**src/rtl/seg_stream_pkg.sv**
```systemverilog
// Shared constants for the 7-segment serial stream decoder.
// Patterns are active-low segments g..a (bit6..bit0), indexed by hex value.
package seg_stream_pkg;

    localparam int BITS_PER_DIGIT = 8;
    localparam int DP_BIT         = 7;

    localparam logic [6:0] SEG_PATTERN [16] = '{
        7'b1000000, 7'b1111001, 7'b0100100, 7'b0110000,
        7'b0011001, 7'b0010010, 7'b0000010, 7'b1111000,
        7'b0000000, 7'b0010000, 7'b0001000, 7'b0000011,
        7'b1000110, 7'b0100001, 7'b0000110, 7'b0001110
    };

endpackage

```
**src/rtl/seg7_to_hex.sv**
```systemverilog
// Inverse 7-segment map: one received byte -> hex nibble, legality flag, decimal point.
// Illegal patterns (including blank) yield nibble 0 with valid low.
module seg7_to_hex
    import seg_stream_pkg::*;
(
    input  logic [BITS_PER_DIGIT-1:0] i_seg,
    output logic [3:0]                o_nibble,
    output logic                      o_valid,
    output logic                      o_dp
);

    // Patterns are unique, so OR-ing the matches leaves at most one index.
    always_comb begin
        o_nibble = 4'd0;
        o_valid  = 1'b0;
        for (int i = 0; i < 16; i++) begin
            o_nibble = o_nibble | ({4{i_seg[6:0] == SEG_PATTERN[i]}} & 4'(i));
            o_valid  = o_valid | (i_seg[6:0] == SEG_PATTERN[i]);
        end
        o_dp = ~i_seg[DP_BIT];
    end

endmodule

```
**src/rtl/seg_stream_decoder.sv**
```systemverilog
// Deserialises the active-low 8-digit segment stream and decodes each digit back to hex.
// Loopback checker for the display path: synchronisers, edge detect, bit counter, output registers.
module seg_stream_decoder
    import seg_stream_pkg::*;
#(
    parameter int DIGITS      = 8,
    parameter int SYNC_STAGES = 2
) (
    input  logic                  i_clk,
    input  logic                  i_rst_n,
    input  logic                  i_seg_clk,
    input  logic                  i_seg_dat,
    input  logic                  i_seg_clr_n,
    output logic [4*DIGITS-1:0]   o_hex_value,
    output logic [DIGITS-1:0]     o_digit_valid,
    output logic [DIGITS-1:0]     o_dp,
    output logic                  o_frame_valid,
    output logic                  o_frame_err
);

    localparam int FRAME_BITS = DIGITS * BITS_PER_DIGIT;
    localparam int CNT_W      = $clog2(FRAME_BITS);
    localparam logic [CNT_W-1:0] LAST_CNT = CNT_W'(FRAME_BITS - 1);

    logic [SYNC_STAGES-1:0] r_clk_sync;
    logic [SYNC_STAGES-1:0] r_clr_sync;
    logic [SYNC_STAGES-1:0] r_dat_sync;
    logic                   r_clk_prev;

    // The final frame bit is never stored: it is decoded straight from the synchroniser.
    logic [FRAME_BITS-2:0]  r_shift;
    logic [CNT_W-1:0]       r_cnt;

    logic [4*DIGITS-1:0]    r_hex_value;
    logic [DIGITS-1:0]      r_digit_valid;
    logic [DIGITS-1:0]      r_dp;
    logic                   r_frame_valid;
    logic                   r_frame_err;

    logic                   w_strobe;
    logic                   w_clr;
    logic                   w_bit;
    logic [FRAME_BITS-1:0]  w_frame;
    logic [4*DIGITS-1:0]    w_nibbles;
    logic [DIGITS-1:0]      w_valids;
    logic [DIGITS-1:0]      w_dps;

    // Synchronise seg_clk/seg_clr_n and delay seg_dat identically so it stays aligned.
    always_ff @(posedge i_clk or negedge i_rst_n) begin
        if (!i_rst_n) begin
            r_clk_sync <= {SYNC_STAGES{1'b0}};
            r_clr_sync <= {SYNC_STAGES{1'b0}};
            r_dat_sync <= {SYNC_STAGES{1'b0}};
            r_clk_prev <= 1'b0;
        end else begin
            r_clk_sync <= {r_clk_sync[SYNC_STAGES-2:0], i_seg_clk};
            r_clr_sync <= {r_clr_sync[SYNC_STAGES-2:0], i_seg_clr_n};
            r_dat_sync <= {r_dat_sync[SYNC_STAGES-2:0], i_seg_dat};
            r_clk_prev <= r_clk_sync[SYNC_STAGES-1];
        end
    end

    assign w_strobe = r_clk_sync[SYNC_STAGES-1] & ~r_clk_prev;
    assign w_clr    = ~r_clr_sync[SYNC_STAGES-1];
    assign w_bit    = r_dat_sync[SYNC_STAGES-1];
    assign w_frame  = {r_shift, w_bit};

    for (genvar g = 0; g < DIGITS; g++) begin : g_dec
        seg7_to_hex u_dec (
            .i_seg    (w_frame[g*BITS_PER_DIGIT +: BITS_PER_DIGIT]),
            .o_nibble (w_nibbles[g*4 +: 4]),
            .o_valid  (w_valids[g]),
            .o_dp     (w_dps[g])
        );
    end

    // Frame assembly: clear beats a coincident strobe; the completing strobe loads the outputs.
    always_ff @(posedge i_clk or negedge i_rst_n) begin
        if (!i_rst_n) begin
            r_shift       <= {(FRAME_BITS-1){1'b0}};
            r_cnt         <= {CNT_W{1'b0}};
            r_hex_value   <= {(4*DIGITS){1'b0}};
            r_digit_valid <= {DIGITS{1'b0}};
            r_dp          <= {DIGITS{1'b0}};
            r_frame_valid <= 1'b0;
            r_frame_err   <= 1'b0;
        end else begin
            r_frame_valid <= 1'b0;
            r_frame_err   <= 1'b0;
            if (w_clr) begin
                r_frame_err <= (r_cnt != {CNT_W{1'b0}});
                r_cnt       <= {CNT_W{1'b0}};
                r_shift     <= {(FRAME_BITS-1){1'b0}};
            end else if (w_strobe) begin
                r_shift <= w_frame[FRAME_BITS-2:0];
                if (r_cnt == LAST_CNT) begin
                    r_cnt         <= {CNT_W{1'b0}};
                    r_hex_value   <= w_nibbles;
                    r_digit_valid <= w_valids;
                    r_dp          <= w_dps;
                    r_frame_valid <= 1'b1;
                end else begin
                    r_cnt <= r_cnt + CNT_W'(1);
                end
            end
        end
    end

    assign o_hex_value   = r_hex_value;
    assign o_digit_valid = r_digit_valid;
    assign o_dp          = r_dp;
    assign o_frame_valid = r_frame_valid;
    assign o_frame_err   = r_frame_err;

endmodule

```
**config.mk**
```make
export PLATFORM = sky130hd
export DESIGN_NAME = seg_stream_decoder
export DESIGN_NICKNAME = d
export VERILOG_FILES = /design/src/rtl/seg_stream_pkg.sv /design/src/rtl/seg7_to_hex.sv /design/src/rtl/seg_stream_decoder.sv
export SDC_FILE = /design/constraint.sdc
export NUM_CORES = 1
export LEC_CHECK = 0
export ABC_AREA = 1
export CORE_ASPECT_RATIO = 1.4
export CORE_MARGIN = 3
export CORE_UTILIZATION = 45
export CTS_CLUSTER_DIAMETER = 100
export DETAILED_ROUTE_END_ITERATION = 16
export SLEW_MARGIN = 20
export SYNTH_ARGS = -nofsm -noshare
export SYNTH_HDL_FRONTEND = slang
export SYNTH_SLANG_ARGS = --single-unit
```
**constraint.sdc**
```tcl
create_clock -name i_clk -period 1.99 [get_ports i_clk]
set_input_delay 0.199 -clock i_clk [delete_from_list [all_inputs] [get_ports i_clk]]
set_output_delay 0.199 -clock i_clk [all_outputs]
set_load 0.01 [all_outputs]
```
# Yosys cells after proc, flatten, opt, wreduce, memory -nomap -nowiden
# Cells that the tools add are included.
# word_totals
regBits	126
input_bits	5
output_inout_bits	50
# op_classes
n_addsub	1
muxes	9
n_eq_ne	122
reduce_logical	10
bitwise_logic	242
# op_table
cell	count
OR 4 bit	64
== test 7 bit, second input constant	32
== test 7 x 5 -> 1 bit, second input constant	24
== test 7 x 6 -> 1 bit, second input constant	24
OR 4 x 3 -> 4 bit	32
two-way mux 63 bit	2
OR 1 bit	120
== test 7 x 2 -> 1 bit, second input constant	16
== test 7 x 4 -> 1 bit, second input constant	16
== test 7 x 3 -> 1 bit, second input constant	8
logical NOT 7 bit	8
OR 4 x 2 -> 4 bit	8
two-way mux 6 bit	3
OR 1 x 2 -> 2 bit	8
NOT 1 bit	9
adder 6 x 1 -> 6 bit, second input constant	1
== test 6 bit, second input constant	1
nonzero test 6 bit	1
two-way mux 1 bit	4
AND reduction 3 bit	1
!= test 2 x 1 -> 1 bit, second input constant	1
AND 1 bit	1

# Logic depth before layout (Yosys ltp)
# Gate-level depths: netlist of the first run.
# logic_depth
word_depth	16
mapped_depth	11
mapped_depth_nobuf	11

# Hierarchy
# Synthesis of the first run repeated with hierarchy kept, for this count alone.
# unflattened
cells_unflattened	1013
area_unflattened_um2	7080.5
# modules_own_cells
module	cells_each	seq_area_each_um2	area_each_um2	n_inst
seg_stream_decoder	469	3153.0	4688.2	1
seg7_to_hex	68	0.0	299.0	8

# Worst setup path after synthesis of the first run
# OpenSTA, ideal clock, no wires.
# synth_path
kind	flip-flop to flip-flop
start	reg r_cnt[0]
end	reg r_digit_valid[0], in the netlist o_digit_valid[0]
n_path_buf	1
slack_ps	598
period_less_slack_ps	1392
path_stages_with_launch	10
setup_time_ps	123
arrival_ps	1269
cell_sequence	dfrtp_1 -> ha_1 -> nand3_2 -> nor2_4 -> nand2_4 -> clkinv_4 -> buf_8 -> nand3b_4 -> nor2_2 -> a21oi_1
# synth_via
elab_chain_cells	2
# synth_lines
element	line	text
start, declared	seg_stream_decoder.sv:32	logic [CNT_W-1:0] r_cnt;
start signal, assigned	seg_stream_decoder.sv:81	r_cnt <= {CNT_W{1'b0}};
start signal, assigned	seg_stream_decoder.sv:92	r_cnt <= {CNT_W{1'b0}};
start signal, assigned	seg_stream_decoder.sv:97	r_cnt <= {CNT_W{1'b0}};
== test 6 bit	seg_stream_decoder.sv:96	if (r_cnt == LAST_CNT) begin
AND reduction 3 bit (no source line)	n/a	
end signal, assigned	seg_stream_decoder.sv:83	r_digit_valid <= {DIGITS{1'b0}};
end signal, assigned	seg_stream_decoder.sv:99	r_digit_valid <= w_valids;
end, declared	seg_stream_decoder.sv:35	logic [DIGITS-1:0] r_digit_valid;
# No other way between the ends.
# A chain may end at the register's enable or synchronous reset.

# Worst setup path in the final report of the first run
# layout_path
start	reg r_cnt[0]
end	reg r_digit_valid[1], in the netlist o_digit_valid[1]
# Same word-level chain as after synthesis.

==> flow_results.org, run 1 <==
** Status
- The run finished with clean final reports.

** Routing
- In this run, the number of DRC markers left after iteration 0 of detailed routing was between 200 and 250.
- Vias per cell :: between 5 and 6
- DR pass1 iterations :: 5
- Average wire per standard cell :: 13.57 um
- Total length of routed wires :: roughly 16000 um
- DRC violation count after routing :: 0
- Once detail routing completed, the nets flagged for antenna violations numbered 0.
- Vias post-DR :: approximately 6000

** Global routing
- Antenna violations before repair :: 0
- Global-route wire length before repair :: 26690 um
- Across every metal layer, demand over resource in global routing totals 0.2049.
- Via count of the first global-routing pass :: ~6000
- Largest net degree at the start of global routing :: 68
- GRT Residual Overflow :: 0

** Yosys
- For this run, the register share of the synthesized area comes to 0.4718.
- Share of the synthesized area in the top cell type :: 0.4718
- Synth Warn # :: 0
- The cell area that synthesis handed to floorplanning was between 6000 and 7000 um^2.
- Largest cells by area after synthesis :: dfrtp_1, nand2_1, nor2_1
- A synthesized cell averages 7.336 um^2.
- In this run, synthesis produced a sequential element count of 126.
- dfrtp_1 takes more of the synthesized area than any other cell.
- Distinct cells, synth :: 36
- Synthesized instance count :: 911
- Counting every net in the synthesized netlist gives 918.

** Die
- In this run the count of I/O pins placed on the die edge is 55.
- For this configuration, the core starts out at a cell density of 0.4606.
- Placement row count :: 52
- Area of the placeable core :: 14510 um^2
- The die is 150.2 um tall.
- Die W :: 109.0 um
- The die covers between 15000 and 20000 um^2.

** Placement
- The number of placed instances, taps included, is roughly 1100.
- Routability-driven placement finished with a final weighted congestion of between 0.9 and 1.
- During placement, the flow inserted port buffers numbering 54.
- In this run the cell area measured after placement is 7445 um^2.
- Summed over all nets, the half-perimeter wirelength after detailed placement is 11280 um.

** Clock network
- The clock passes through at most 2 buffers.
- Number of instances resized during post-cts repair :: 0
- The later pin in the worst-skew pair is clocked with a latency of about 420 ps.
- Number of buffers created by CTS :: 17
- TritonCTS built the clock tree.
- Clock transition at the registers of the reported paths :: ~60 ps
- Clk root buf :: clkbuf_16
- CTS saw 126 sinks.
- Number of levels the H-tree was split into :: 4

** STA
- Slew of the pin with the lowest slew margin :: 441.5 ps
- Fin crit period :: approximately 1700 ps
- Clk_skew :: between 7 and 8 ps
- Number of max-slew violations in the final report :: 0
- Part of the cycle the worst path needs :: 0.8482
- For this run, the top clock speed supported by timing is 0.5924 GHz.
- Setup Total Neg Slack :: 0 ps
- Setup violations remaining at the end of the flow were counted as 0.
- Relative slew margins :: 0.7057
- Unrepaired setup endpoints after global routing :: no
- The number of hold violations in the final report was 0.

** Power
- The worst-case IR drop observed on VDD is just over 0.0005 V.
- Power per standard cell area :: between 700 and 800 nW/um^2
- For this design the static power due to leakage is 0.003924 uW.
- Final Total Pwr :: about 5800 uW

** Worst hold path
- The path class of the tightest hold or removal check is in2async.

** Final layout
- At the end of the flow the core is filled with cells to 0.5537.
- Filler cells :: 1438
- After routing the design area is 8034 um^2.
- Once layout is complete, the cells apart from fillers number between 1000 and 1500.
- Leaving out fill and tap cells, the most frequent cells in the layout are nand2_1, nor2_1, dfrtp_1.
- Diodes inserted :: 0
- Synth-to-Final Area Change :: 20.22%
- In the final design database the tool counted 977 nets.
- Area taken by flip-flops and latches :: about 3200 um^2
- The multi-input combinational cells in the finished layout cover a total of 2989 um^2.
- Most common library cell in the layout ignoring fill and taps :: nand2_1
- Of the cells placed in the final design, the portion with a size suffix greater than 1 is 0.05499.

** Worst setup path
- At the worst endpoint, the required time is 2290 ps.
- Kind of critical path :: reg2reg
- STA puts the critical path data arrival time at 1990 ps.
- Worst setup EP type :: flop
- Nature of the critical path startpoint :: flop
- Of all nets on the critical path, the largest fanout is 27.

** Job
- Across the run, the number of max-cap violations was 0.
## cell type report
class	instances	area share
Clock buffer	26	0.06214
Clock inverter	5	0.009967
Inverter	110	0.05202
Multi-Input combinational cell	652	0.3721
Sequential cell	126	0.3925
Tap cell	189	0.02943
Timing Repair Buffer	63	0.08192
## worst paths after layout
kind | from | end | slack [ps] | depth (start not counted)
setup reg to reg | r_cnt[0] | o_digit_valid[1] | 300 | 9
min in group i_clk | i_seg_dat | r_dat_sync[0] | 220 | 1
max in group asynchronous | i_rst_n | o_hex_value[12] | 1180 | 3
setup / recovery | r_cnt[0] | o_digit_valid[1] | 300 | 9
hold reg to reg | r_clr_sync[0] | r_clr_sync[1] | 350 | 0
hold / removal | i_rst_n | r_shift[0] | 140 | 2
## cell families (layout without fill, tap and decap cells)
kind of cell,count (synthesis),in the layout,share of synthesized area
simple gates,538,538,0.3396
compound gates,108,108,0.09755
xor+xnor,4,4,0.005243
flops,126,126,0.4718
buf+inv,133,204,0.08201
fa+ha+maj,2,2,0.003744
## synth_stat cells
cell type  instances
a21oi_1           15
a31oi_1            2
buf_1              3
buf_2              8
buf_4              2
buf_6              2
buf_8              1
clkbuf_1           7
clkinv_4           1
dfrtp_1          126
ha_1               2
inv_1            108
inv_2              1
nand2_1          208
nand2_4            1
nand3_1           75
nand3_2            2
nand3b_1           3
nand3b_4           1
nand4_1           16
nor2_1           201
nor2_2             6
nor2_4             2
nor2b_1            1
nor3_1            18
nor3_2             1
o211ai_1           2
o21a_1             3
o21ai_0           14
o21ai_1            3
o22a_1             4
o22ai_1           65
or2_1              1
or2_2              2
xnor2_1            1
xor2_1             3
## layer usage
metal  vias up  track usage  routed length [um]
li1       3074            -                   -
met1      2797       0.2405                6888
met2        90       0.3656                8311
met3        20      0.03947                 409
met4         0      0.07770                 284
met5         -            0                   0
## sequential cells by signal, summed over array words and instances, names as in the netlist
name	cells
o_digit_valid	8
o_dp	8
o_frame_err	1
o_frame_valid	1
o_hex_value	32
r_clk_prev	1
r_clk_sync	2
r_clr_sync	2
r_cnt	6
r_dat_sync	2
r_shift	63
## power breakdown
group | total (uW) | switching [uW] | internal [uW]
clock | 3050 | 1080 | 1970
sequential | 2580 | 8.03 | 2580
combinational | 162 | 119 | 43.0
## metrics by stage
stage | setup slack (ps) | hold slack [ps]
global route | 137.8 | 145.9
detailed placement | 297.5 | 41.50
finish | 302.0 | 143.2
floorplan | 598.3 | -96.59
global placement | 346.8 | 35.04
CTS | 280.8 | 133.5
## worst max-delay path, stage by stage (launching register included)
cell and delay [ps]:
dfrtp_1 360, ha_1 200, nand3_2 130, nor2_4 130, nand2_4 70, clkinv_4 200, buf_12 190, nand2_1 90
nor2_2 110, a21oi_1 80
## timing repair
action                    4_1_cts  5_1_grt
hold buffers                    1        0
buffers inserted                0        0
hold endpoints to repair      126        0
(Power assumes the default switching activity.)
==> run 2, diff against run 1 <==
==> constraint.sdc (replaced) <==
create_clock -name i_clk -period 1.75 [get_ports i_clk]
set_input_delay 0.175 -clock i_clk [delete_from_list [all_inputs] [get_ports i_clk]]
set_output_delay 0.175 -clock i_clk [all_outputs]
set_load 0.01 [all_outputs]
==> flow_results.org, run 2 (synthesis results as in run 1) <==
** Status
- Status :: complete, no violations (unchanged)

** STA
- Part of the cycle the worst path needs :: 0.9172 (was 0.8482)
- The relative slew slack came to 0.6963 (was 0.7057).
- Fmax :: 0.6230 GHz (was 0.5924 GHz)
- The time the final worst path needs with I/O delays and setup came to 1605 ps (was 1688 ps).
- Final WS setup :: 144.9 ps (was 302.0 ps)
- Number of max-slew violations in the final report :: 0 (unchanged)
- Unrepaired setup endpoints after global routing: no (unchanged).
- The transition time at the pin with the least slew margin was 452.0 ps (was 441.5 ps).
- Setup Total Neg Slack :: 0 ps (unchanged)
- The number of hold violations in the final report is 0 (unchanged).
- Number of setup violations in the final report :: 0 (unchanged)
- Clk_skew :: 8.839 ps (was 7.485 ps)

** Worst setup path
- Worst reg2reg path endpoint :: o_digit_valid[0] (was o_digit_valid[1])
- Logic depth of the worst path, buffers included :: 9 (unchanged)
- Worst Reg-to-Reg Cells :: 9 (unchanged)
- The gate family responsible for the most delay along the worst path is simple AND/OR/NAND/NOR gates (unchanged).
- R2R Path Start :: r_cnt[0] (unchanged)
- The highest fanout seen on the critical path was 25 (was 27).
- The number of buffers and inverters on the critical path is 2 (unchanged).
- Slack of the worst reg-to-reg path :: 140 ps (was 300 ps)
- The start-to-end type of the worst setup path was reg2reg (unchanged).
- The maximum cell stage delay along the critical path was 360 ps (about the same).
- CP required :: 2040 ps (was 2290 ps)
- Slowest cell on the critical path :: dfrtp_1 (unchanged)
- The category of the worst setup path capture point is a flop (unchanged).
- Nature of the critical path startpoint :: flop (unchanged)
- Crit path cell chain :: ha_1 -> nand3_2 -> nor2_4 -> nand2_4 -> clkinv_8 -> buf_12 -> nand3b_4 -> nor2_2 -> a21oi_1 (was ha_1 -> nand3_2 -> nor2_4 -> nand2_4 -> clkinv_4 -> buf_12 -> nand2_1 -> nor2_2 -> a21oi_1)
- Critical Path AT :: 1900 ps (was 1990 ps)

** Global routing
- The maximum number of pins on one net before global-route repair came to 66 (was 68).
- Met2 layer usage reported by global route :: 0.3745 (was 0.3656)
- The aggregate global routing overflow is 0 (unchanged).
- The met1 layer usage reported by global route was 0.2389 (was 0.2405).
- Gr usage total :: 0.2073 (was 0.2049)
- Global-route wire length before repair :: 26890 um (was 26690 um)
- The initial antenna violation count is 0 (unchanged).
- The highest-utilization routing layer at the global route stage was met2 (unchanged).
- The routing usage on met3 came to 0.03604 (was 0.03947).
- The number of global-route vias before repair came to 6041 (was 5868).

** Clock network
- Max Root-Sink Buffers :: 2 (unchanged)
- The clock insertion delay at the later pin of the skew report was 410 ps (was 420 ps).
- The number of sinks on the clock net was 126 (unchanged).
- Clock transition at the registers of the reported paths :: 60 ps (about the same)
- Clock tree from TritonCTS :: done (unchanged)
- The CTS buffer count was 17 (unchanged).
- The H-tree level count was 4 (unchanged).
- Total setup buffers inserted after CTS :: 0 (unchanged)
- The clock tree root driver cell is clkbuf_16 (unchanged).

** Worst hold path
- The class of the worst hold path was in2async (unchanged).

** Final layout
- Number of flip-flops under the largest register name :: 63 (unchanged)
- Area of the multi-input gates :: 2989 um^2 (unchanged)
- Reg with most FFs :: r_shift (unchanged)
- Layout Nets :: 981 (was 977)
- The share of cells above drive strength 1 came to 0.06282 (was 0.05499).
- Cell area after layout :: 8152 um^2 (was 8034 um^2)
- Most common library cell in the layout ignoring fill and taps :: nand2_1 (unchanged)
- Most frequent cells in the layout :: nand2_1, nor2_1, dfrtp_1 (unchanged)
- Post-route insts no fill :: 1176 (was 1171)
- Area taken by flip-flops and latches :: 3153 um^2 (unchanged)
- Filler cells :: 1424 (was 1438)
- The final antenna diode count was 0 (unchanged).
- The relative area change from synthesis to final layout came to 21.98% (was 20.22%).
- Share of the core filled with cells in the final layout :: 0.5618 (was 0.5537)

** Power
- Relative contribution of the clock network to total power :: 0.545 (was 0.526)
- Maximum VDD drop :: 0.0005350 V (was 0.0005033 V)
- The leakage power of the design was 0.003991 uW (was 0.003924 uW).
- The switching power total was 1396 uW (was 1208 uW).
- Net switching share of the total power :: 0.2030 (was 0.2084)
- Portion of total power attributed to combinational logic :: 0.028 (about the same)
- Share of total power in sequential cells :: 0.427 (was 0.446)
- Internal power consumption :: 5479 uW (was 4587 uW)
- Power per standard cell area :: 843.4 nW/um^2 (was 721.3 nW/um^2)

** Job
- Number of max-cap violations :: 0 (unchanged)

** Routing
- The average via count per standard cell came to 5.136 (was 5.108).
- Total length of routed wires :: 15850 um (was 15890 um)
- The remaining design rule violation count is 0 (unchanged).
- Vias post-DR :: 6040 (was 5981)
- The first-iteration detailed-routing DRC count is 278 (was 249).
- The average routed wire per standard cell was 13.48 um (was 13.57 um).
- DR pass1 iterations :: 6 (was 5)
- Post-route ant nets :: 0 (unchanged)

** Placement
- Buffers added on ports :: 54 (unchanged)
- The standard cell area after detailed placement came to 7500 um^2 (was 7445 um^2).
- The cell count after placement is 1143 (was 1139).
- The worst setup timing slack at the placement stage was 45.87 ps (was 297.5 ps).
- The weighted congestion reported at the end of routability-driven placement is 0.9091 (was 0.9141).
- Detail Placement HPWL :: 11430 um (was 11280 um)

** Die
- Area of the placeable core :: 14510 um^2 (unchanged)
- The count of pins on the block boundary was 55 (unchanged).
- The starting density of the core is 0.4606 (unchanged).
- Die W :: 109.0 um (unchanged)
- Placement row count :: 52 (unchanged)
- Die ar. :: 16370 um^2 (unchanged)
- The die height was 150.2 um (unchanged).
## run 2: changes by cell type in the layout (fill, tap and decap cells not counted)
cell,before,now
clkinv_8,0,1
clkbuf_8,4,3
buf_12,4,6
clkinvlp_4,2,1
buf_4,5,7
clkinv_2,1,3
clkinv_4,1,2
clkbuf_1,5,2
bufinv_16,2,4
## run 2: area by class of cell
cell class	count	share of cell area
well taps	189	0.02901
clock buffers	22	0.05817
inverters	110	0.05219
multi-input cells	652	0.3667
flip-flops and latches	126	0.3868
repair buffers	67	0.08749
clock inverters	10	0.01965
## run 2: worst max-delay path by stage
stage / slack (ps) / start / to
floorplan: 360 / r_cnt[0] / o_digit_valid[0]
detailed placement: 50 / r_cnt[0] / o_hex_value[8]
finish: 140 / r_cnt[0] / o_digit_valid[0]
global route: 3 / r_cnt[1] / o_digit_valid[0]
CTS: 30 / r_cnt[0] / o_hex_value[8]
global placement: 80 / r_cnt[0] / o_hex_value[8]
## run 2: repair_timing
action	in CTS	in global routing
hold buffers	1	0
gates resized for setup	0	2
endpoints found under the hold margin	126	0
endpoints found under the setup margin	0	4
## run 2: stage by stage
step	total power (uW)	hold slack [ps]
after floorplan	3066	-120.6
after global placement	3187	23.78
after detailed placement	3186	24.16
after CTS	6958	131.6
after global routing	7104	143.3
final	6875	141.8
## run 2: worst register-to-register path: stages (launching register included)
cell and delay [ps]:
dfrtp_1 360, ha_1 200, nand3_2 120, nor2_4 130
nand2_4 90, clkinv_8 130, buf_12 180, nand3b_4 80
nor2_2 120, a21oi_1 70
## run 2: power by group through the flow
| stage | combinational [uW] | clock (uW) | sequential [uW] |
|---|---|---|---|
| 3_3_place_gp | 199 | 0 | 2990 |
| 6_report | 192 | 3750 | 2940 |
| 5_1_grt | 218 | 3950 | 2940 |
| 3_5_place_dp | 197 | 0 | 2990 |
| 2_1_floorplan | 77.5 | 0 | 2990 |
| 4_1_cts | 200 | 3820 | 2940 |
## run 2: layer usage
metal | wire length (um) | vias to the layer above | part of all wire
met3 | 480 | 34 | 0.030
met4 | 375 | 0 | 0.024
li1 | - | 3094 | -
met5 | 0 | - | 0
met1 | 6670 | 2784 | 0.42
met2 | 8326 | 128 | 0.53
